## config.mk

```make
export PLATFORM = sky130hd
export DESIGN_NAME = posit_encoder
export DESIGN_NICKNAME = d
export VERILOG_FILES = /design/src/rtl/ppu_pkg.sv /design/src/rtl/posit_round_sat.sv /design/src/rtl/posit_encoder.sv
export SDC_FILE = /design/constraint.sdc
export NUM_CORES = 1
export LEC_CHECK = 0
export CAP_MARGIN = 20
export CELL_PAD_IN_SITES_DETAIL_PLACEMENT = 2
export CELL_PAD_IN_SITES_GLOBAL_PLACEMENT = 2
export CORE_MARGIN = 5
export CORE_UTILIZATION = 35
export CTS_BUF_LIST = sky130_fd_sc_hd__clkbuf_4 sky130_fd_sc_hd__clkbuf_8
export CTS_CLUSTER_DIAMETER = 200
export DETAILED_ROUTE_END_ITERATION = 7
export PLACE_DENSITY = 0.94
export REMOVE_ABC_BUFFERS = 1
export SYNTH_ARGS = -nofsm -noshare
export SYNTH_HDL_FRONTEND = slang
export SYNTH_SLANG_ARGS = --single-unit
```

## constraint.sdc

```tcl
create_clock -name clk -period 4.7 [get_ports clk]
set_input_delay 0.94 -clock clk [delete_from_list [all_inputs] [get_ports clk]]
set_output_delay 0.94 -clock clk [all_outputs]
set_load 0.1 [all_outputs]
```

## src/rtl/ppu_pkg.sv

```systemverilog
`default_nettype none
// ============================================================================
// Module   : ppu_pkg
// Brief    : Shared posit-unit widths, special encodings and the unpacked
//            operand record used between datapath front ends and the encoder.
// Revision : 1.0 - initial release
// ============================================================================
package ppu_pkg;

  localparam int PPU_N  = 32;
  localparam int PPU_ES = 2;
  localparam int PPU_FW = 32;
  localparam int PPU_SW = $clog2(PPU_N) + PPU_ES + 2;

  localparam logic [PPU_N-1:0] MAXPOS = {1'b0, {(PPU_N-1){1'b1}}};
  localparam logic [PPU_N-1:0] MINPOS = {{(PPU_N-1){1'b0}}, 1'b1};
  localparam logic [PPU_N-1:0] NAR    = {1'b1, {(PPU_N-1){1'b0}}};

  typedef struct packed {
    logic                     sign;
    logic                     zero;
    logic                     nar;
    logic signed [PPU_SW-1:0] scale;
    logic [PPU_FW-1:0]        frac;
    logic                     sticky;
  } unpacked_t;

endpackage
`default_nettype wire

```

## src/rtl/posit_round_sat.sv

```systemverilog
`default_nettype none
// ============================================================================
// Module   : posit_round_sat
// Brief    : Round-to-nearest-even of a packed posit body, clamping to
//            [minpos, maxpos], special-value override and final negation.
// Revision : 1.0 - initial release
// ============================================================================
module posit_round_sat
  import ppu_pkg::*;
#(
  parameter int N = PPU_N
) (
  input  logic         i_sign,
  input  logic         i_zero,
  input  logic         i_nar,
  input  logic         i_sat_hi,
  input  logic         i_sat_lo,
  input  logic [N-2:0] i_body,
  input  logic         i_guard,
  input  logic         i_sticky,
  output logic [N-1:0] o_posit
);

  logic [N-1:0] w_maxpos;
  logic [N-1:0] w_minpos;
  logic [N-1:0] w_nar;

  generate
    if (N == PPU_N) begin : g_pkg_consts
      assign w_maxpos = MAXPOS;
      assign w_minpos = MINPOS;
      assign w_nar    = NAR;
    end else begin : g_local_consts
      assign w_maxpos = {1'b0, {(N-1){1'b1}}};
      assign w_minpos = {{(N-1){1'b0}}, 1'b1};
      assign w_nar    = {1'b1, {(N-1){1'b0}}};
    end
  endgenerate

  logic         w_round_up;
  logic [N-1:0] w_sum;
  logic [N-1:0] w_mag;

  assign w_round_up = i_guard & (i_body[0] | i_sticky);
  assign w_sum      = {1'b0, i_body} + {{(N-1){1'b0}}, w_round_up};

  always_comb begin
    w_mag = w_sum;
    // A carry into the sign position means we rounded past maxpos.
    if (w_sum[N-1]) begin
      w_mag = w_maxpos;
    end else if (w_sum == '0) begin
      w_mag = w_minpos;
    end
    if (i_sat_hi) begin
      w_mag = w_maxpos;
    end else if (i_sat_lo) begin
      w_mag = w_minpos;
    end

    o_posit = i_sign ? -w_mag : w_mag;
    if (i_zero) begin
      o_posit = '0;
    end
    if (i_nar) begin
      o_posit = w_nar;
    end
  end

endmodule
`default_nettype wire

```

## src/rtl/posit_encoder.sv

```systemverilog
`default_nettype none
// ============================================================================
// Module   : posit_encoder
// Brief    : Two-stage pipelined posit packer (pack -> round/sign) with a
//            valid/ready handshake on both sides.
// Revision : 1.0 - initial release
// ============================================================================
module posit_encoder
  import ppu_pkg::*;
#(
  parameter int N  = PPU_N,
  parameter int ES = PPU_ES,
  parameter int FW = PPU_FW,
  parameter int SW = $clog2(N) + ES + 2
) (
  input  logic          clk,
  input  logic          rst_n,
  input  logic          in_valid,
  output logic          in_ready,
  input  logic          in_sign,
  input  logic          in_zero,
  input  logic          in_nar,
  input  logic [SW-1:0] in_scale,
  input  logic [FW-1:0] in_frac,
  input  logic          in_sticky,
  output logic          out_valid,
  input  logic          out_ready,
  output logic [N-1:0]  out_posit
);

  localparam int c_len     = 2 + ES + FW + N;
  localparam int c_max_int = (N - 2) * (2 ** ES);
  localparam int c_min_int = -c_max_int;
  localparam logic signed [SW-1:0] c_max_scale = c_max_int[SW-1:0];
  localparam logic signed [SW-1:0] c_min_scale = c_min_int[SW-1:0];

  // Handshake
  logic w_s1_adv;
  logic w_s2_adv;
  logic r_s1_valid;
  logic r_s2_valid;

  assign w_s2_adv  = !r_s2_valid || out_ready;
  assign w_s1_adv  = !r_s1_valid || w_s2_adv;
  assign in_ready  = w_s1_adv;
  assign out_valid = r_s2_valid;

  // Stage 1: clamp, regime/exponent split and barrel shift
  logic signed [SW-1:0] w_scale;
  logic signed [SW-1:0] w_scale_c;
  logic signed [SW-1:0] w_k;
  logic [SW-1:0]        w_amt;
  logic [ES-1:0]        w_e;
  logic [1:0]           w_head;
  logic [c_len-1:0]     w_str;
  logic [c_len-1:0]     w_shifted;
  logic                 w_sat_hi;
  logic                 w_sat_lo;
  logic [N-2:0]         w_body;
  logic                 w_guard;
  logic                 w_sticky;

  assign w_scale   = in_scale;
  assign w_sat_hi  = w_scale > c_max_scale;
  assign w_sat_lo  = w_scale < c_min_scale;
  assign w_scale_c = w_sat_hi ? c_max_scale : (w_sat_lo ? c_min_scale : w_scale);
  assign w_k       = w_scale_c >>> ES;
  assign w_e       = w_scale_c[ES-1:0];

  // Head "10" arithmetically shifted by k yields k+1 ones then a zero;
  // head "01" shifted by -k-1 (= ~k) yields -k zeros then a one.
  assign w_head    = w_k[SW-1] ? 2'b01 : 2'b10;
  assign w_amt     = w_k[SW-1] ? ~w_k : w_k;
  assign w_str     = {w_head, w_e, in_frac, {N{1'b0}}};
  assign w_shifted = $signed(w_str) >>> w_amt;

  assign w_body    = w_shifted[c_len-1 -: N-1];
  assign w_guard   = w_shifted[c_len-N];
  assign w_sticky  = (|w_shifted[c_len-N-1:0]) | in_sticky;

  logic         r_s1_sign;
  logic         r_s1_zero;
  logic         r_s1_nar;
  logic         r_s1_sat_hi;
  logic         r_s1_sat_lo;
  logic [N-2:0] r_s1_body;
  logic         r_s1_guard;
  logic         r_s1_sticky;

  always_ff @(posedge clk or negedge rst_n) begin
    if (!rst_n) begin
      r_s1_valid  <= 1'b0;
      r_s1_sign   <= 1'b0;
      r_s1_zero   <= 1'b0;
      r_s1_nar    <= 1'b0;
      r_s1_sat_hi <= 1'b0;
      r_s1_sat_lo <= 1'b0;
      r_s1_body   <= '0;
      r_s1_guard  <= 1'b0;
      r_s1_sticky <= 1'b0;
    end else if (w_s1_adv) begin
      r_s1_valid <= in_valid;
      if (in_valid) begin
        r_s1_sign   <= in_sign;
        r_s1_zero   <= in_zero;
        r_s1_nar    <= in_nar;
        r_s1_sat_hi <= w_sat_hi;
        r_s1_sat_lo <= w_sat_lo;
        r_s1_body   <= w_body;
        r_s1_guard  <= w_guard;
        r_s1_sticky <= w_sticky;
      end
    end
  end

  // Stage 2: round, saturate, sign
  logic [N-1:0] w_s2_posit;
  logic [N-1:0] r_s2_posit;

  posit_round_sat #(
    .N (N)
  ) u_round_sat (
    .i_sign   (r_s1_sign),
    .i_zero   (r_s1_zero),
    .i_nar    (r_s1_nar),
    .i_sat_hi (r_s1_sat_hi),
    .i_sat_lo (r_s1_sat_lo),
    .i_body   (r_s1_body),
    .i_guard  (r_s1_guard),
    .i_sticky (r_s1_sticky),
    .o_posit  (w_s2_posit)
  );

  always_ff @(posedge clk or negedge rst_n) begin
    if (!rst_n) begin
      r_s2_valid <= 1'b0;
      r_s2_posit <= '0;
    end else if (w_s2_adv) begin
      r_s2_valid <= r_s1_valid;
      if (r_s1_valid) begin
        r_s2_posit <= w_s2_posit;
      end
    end
  end

  assign out_posit = r_s2_posit;

endmodule
`default_nettype wire

```

==> results.md <==
* HP Start: r_s1_valid$_DFFE_PN0N_
* Fmax at 0.202 GHz
* Vias at 12,085
* Initial antenna violation count at 3
* Max rail drop VDD at 0.000310 V
* Critical path class: register to register
* Post-synthesis area per instance at 7.19 um2
* Worst slack, placed at -0.675 ns
* Synth Area in XOR/XNOR at 0.0509
* Clock sink count at 72
* Fin area at 11,200 um2
* CTS tree: yes
* Num CTS Buffers at 9
* CTS clk-pin slew, worst paths at 0.11 ns
* Hold path endpoint: out_valid$_DFFE_PN0P_
* Synth Area in Compound Gates at 0.347
* Ys flop type: dfrtp_1
* Hold_buf cts at 0
* Largest family of logic cells by synthesized area: compound AO/OA/AOI/OAI gates
* Synthesized cell area at 8600 um2
* Antenna diodes at 0
* DR iter-0 viols at 1,070
* Die Ht at 167 um
* Clk buf depth at 2
* Outcome: finished with violations
* DR WL/cell at 33.7 um
* Worst reg-to-reg setup slack at -0.25 ns
* FF-to-FF Start: r_s1_sticky$_DFFE_PN0P_
* Row cnt at 57
* Leakage power at 4.30 nW
* Hold Path Class: register to register
* Hold slack at 0.521 ns
* Synth Area in Adders at 0.0140
* Metal-1 WL at 18.9 mm
* Max layer used: met5
* Setup crit end kind: register
* Relative slew slack at 0.148
* Final setup viols at 12
* Unrepaired setup endpoints after global routing: yes
* Worst skew pair latency at 0.41 ns
* Fillers at 2,704
* Antenna Nets Post-Route at 0
* Layout Nets at 1,406
* Cells after synthesis at 1,196
* H-tree Lvls at 3
* Synth cell types at 90
* Overall Power at 0.00461 W
* CP Launch Type: register
* Seq cells post-synth at 72
* Period utilization at 1.05
* Post-synthesis mux area share at 0.0456
* EDFF count, synth at 0
* Die X at 167 um
* Fin. Hold Viols at 0
* Crit-path max FO at 6
* DR DRC count at 0
* # port buffers at 82
* R2r worst-path depth at 16
* Worst r2r dst: out_posit[22]$_DFFE_PN0P_
* Total track usage at 0.348
* Met3 WL at 4.25 mm
* Final Slew Violations at 0
* Final WL at 56.6 mm
* Routability Congestion at 1.00
* Avg Vias per Cell at 7.18
* Largest net degree at the start of global routing at 73
* Root buffer cell: clkbuf_8
* Post-synthesis async set-or-reset flop share at 1.00
* Hold Crit Depth at 1
* Full die area at 27,800 um2
* Post-synthesis sequential area ratio at 0.210
* Final WS setup at -0.254 ns
* Setup_tns at -1.17 ns
* Metal2 WL at 27.6 mm
* Synth warn at 0
* Dpl cell area at 10,700 um2
* Share of layout cells above drive strength 1 at 0.214
* Synth Area in Simple Gates at 0.273
* Pwr per Cell Area at 411 nW/um2
* Number of global-route vias before repair at 12,893
* Top-level port count at 83
* Max-cap viol count at 0
* DRT Pass-1 Iters at 5
* Data required time of the worst path at 5.01 ns
* First-pass GRT wire length at 77.0 mm
* Failing checks: setup timing
* Gr ovfl total at 0
* Tightest Pin Transition at 1.27 ns
* Fin crit period at 4.95 ns
* CP arrival at 5.26 ns
* Detailed placement HPWL at 39.1 mm
* Starting density of the core at 0.354
* Post-Route Skew at 0.0233 ns
* Area Overhead vs Synth at 30.6%
* Core area at 24,200 um2
[layout by cell type, fill, tap and decap left out, drive strengths merged, types with 23 or more instances in the layout]
cell,netlist,final
mux2i,23,23
a21oi,70,70
nor3,67,67
nand2,120,120
inv,25,29
o21ai,117,117
nor2,76,76
buf,21,170
nand4,27,27
nand3,54,54
xnor2,38,38
dfrtp,72,72
clkdlybuf4s50,0,80
[worst max-delay path by stage]
stage                                  start  slack (ns)                        end
global placement                 in_scale[6]       -0.27    r_s1_sticky$_DFFE_PN0P_
floorplan                        in_scale[6]       -1.99   r_s1_body[8]$_DFFE_PN0P_
detailed placement               in_scale[6]       -0.67    r_s1_sticky$_DFFE_PN0P_
global route        r_s1_body[0]$_DFFE_PN0P_       -0.35  out_posit[22]$_DFFE_PN0P_
finish               r_s1_sticky$_DFFE_PN0P_       -0.25  out_posit[22]$_DFFE_PN0P_
CTS                              in_scale[6]        0.02   r_s1_body[3]$_DFFE_PN0P_
[final cells by class]
type	count	area, um2	area share
clock inverters	7	61.3	0.00546
inverters	27	101	0.00903
multi-input cells	993	6610	0.588
clock buffers	9	124	0.0110
repair buffers	250	2130	0.189
well taps	324	405	0.0361
flip-flops and latches	72	1800	0.161
[Yosys cell counts, types with 6 or more instances]
master     instances  area [um2]
a211o_1            9        78.8
nand4_1           26         163
buf_2             15        75.1
nor2_1            76         285
o211ai_1          20         150
a22oi_1           22         165
inv_1             25        93.8
nor4_1             8        50.1
a31o_2             9        78.8
nand2b_1          11        68.8
xor2_1            12         105
dfrtp_1           72        1800
nor3_1            65         325
xnor2_1           38         333
and3_1            17         106
a2bb2oi_1          7        61.3
o21ai_0          115         576
a211oi_1          12        90.1
o21a_1             8        60.1
mux2_2            13         146
maj3_1             7        70.1
a221o_1            6        60.1
a221oi_1          10        87.6
or3_1             21         131
nand2_1          119         447
o31a_1             7        61.3
or2_2             12        75.1
a21oi_1           69         345
mux2i_1           23         230
a21o_1             8        60.1
a22o_1             7        61.3
o22ai_1           10        62.6
o221ai_1           8        70.1
clkbuf_1          82         308
a31oi_1           20         125
o22a_1            10        87.6
o31ai_1           17         128
and2_1             8        50.1
nor2b_1           11        68.8
nand3_1           54         270
[per-stage QoR]
stage,cells,util
floorplan,1092,-
global placement,1655,0.439
detailed placement,1655,0.439
CTS,1671,0.449
global route,1682,0.463
finish,1682,0.463
[logic make-up after synthesis]
group	Yosys count
compound gates	436
xor+xnor	50
fa+ha+maj	11
buf+inv	131
flops	72
mux	37
simple gates	459
[where the power goes]
part / switching [W] / internal, W
clock: 0.000305 / 0.000201
combinational: 0.00213 / 0.00100
sequential: 0.000213 / 0.000761
total: 0.00264 / 0.00197
[worst max-delay path, stage by stage (launching register included)]
cell	delay, ns
dfrtp_1	0.40
o21a_1	0.22
ha_2	0.25
and4_1	0.30
nand3_1	0.25
nor4_1	0.76
or3_1	0.23
a22o_1	0.22
nor4_4	0.09
nor2_2	0.16
ha_4	0.18
inv_1	0.07
a211o_1	0.32
nand4bb_1	0.29
o41ai_1	0.65
xnor2_1	0.22
a22o_1	0.25
[timing repair]
item	4_1_cts	5_1_grt
endpoints found under the setup margin	19	31
resized for setup	14	50
setup buffers	0	11
pin swaps	0	9
[state kept, by name (all words and copies together) (netlist names)]
name	count
r_s1_sat_lo	1
out_valid	1
r_s1_body	31
r_s1_sign	1
r_s1_nar	1
r_s1_sticky	1
r_s1_zero	1
r_s1_sat_hi	1
r_s1_valid	1
out_posit	32
r_s1_guard	1
[per-layer routing]
metal / track usage / vias to the layer above
met4: 0.260 / 4
met2: 0.628 / 825
met5: 0 / -
li1: - / 4880
met1: 0.364 / 5976
met3: 0.0538 / 400
(Power assumes the default switching activity.)
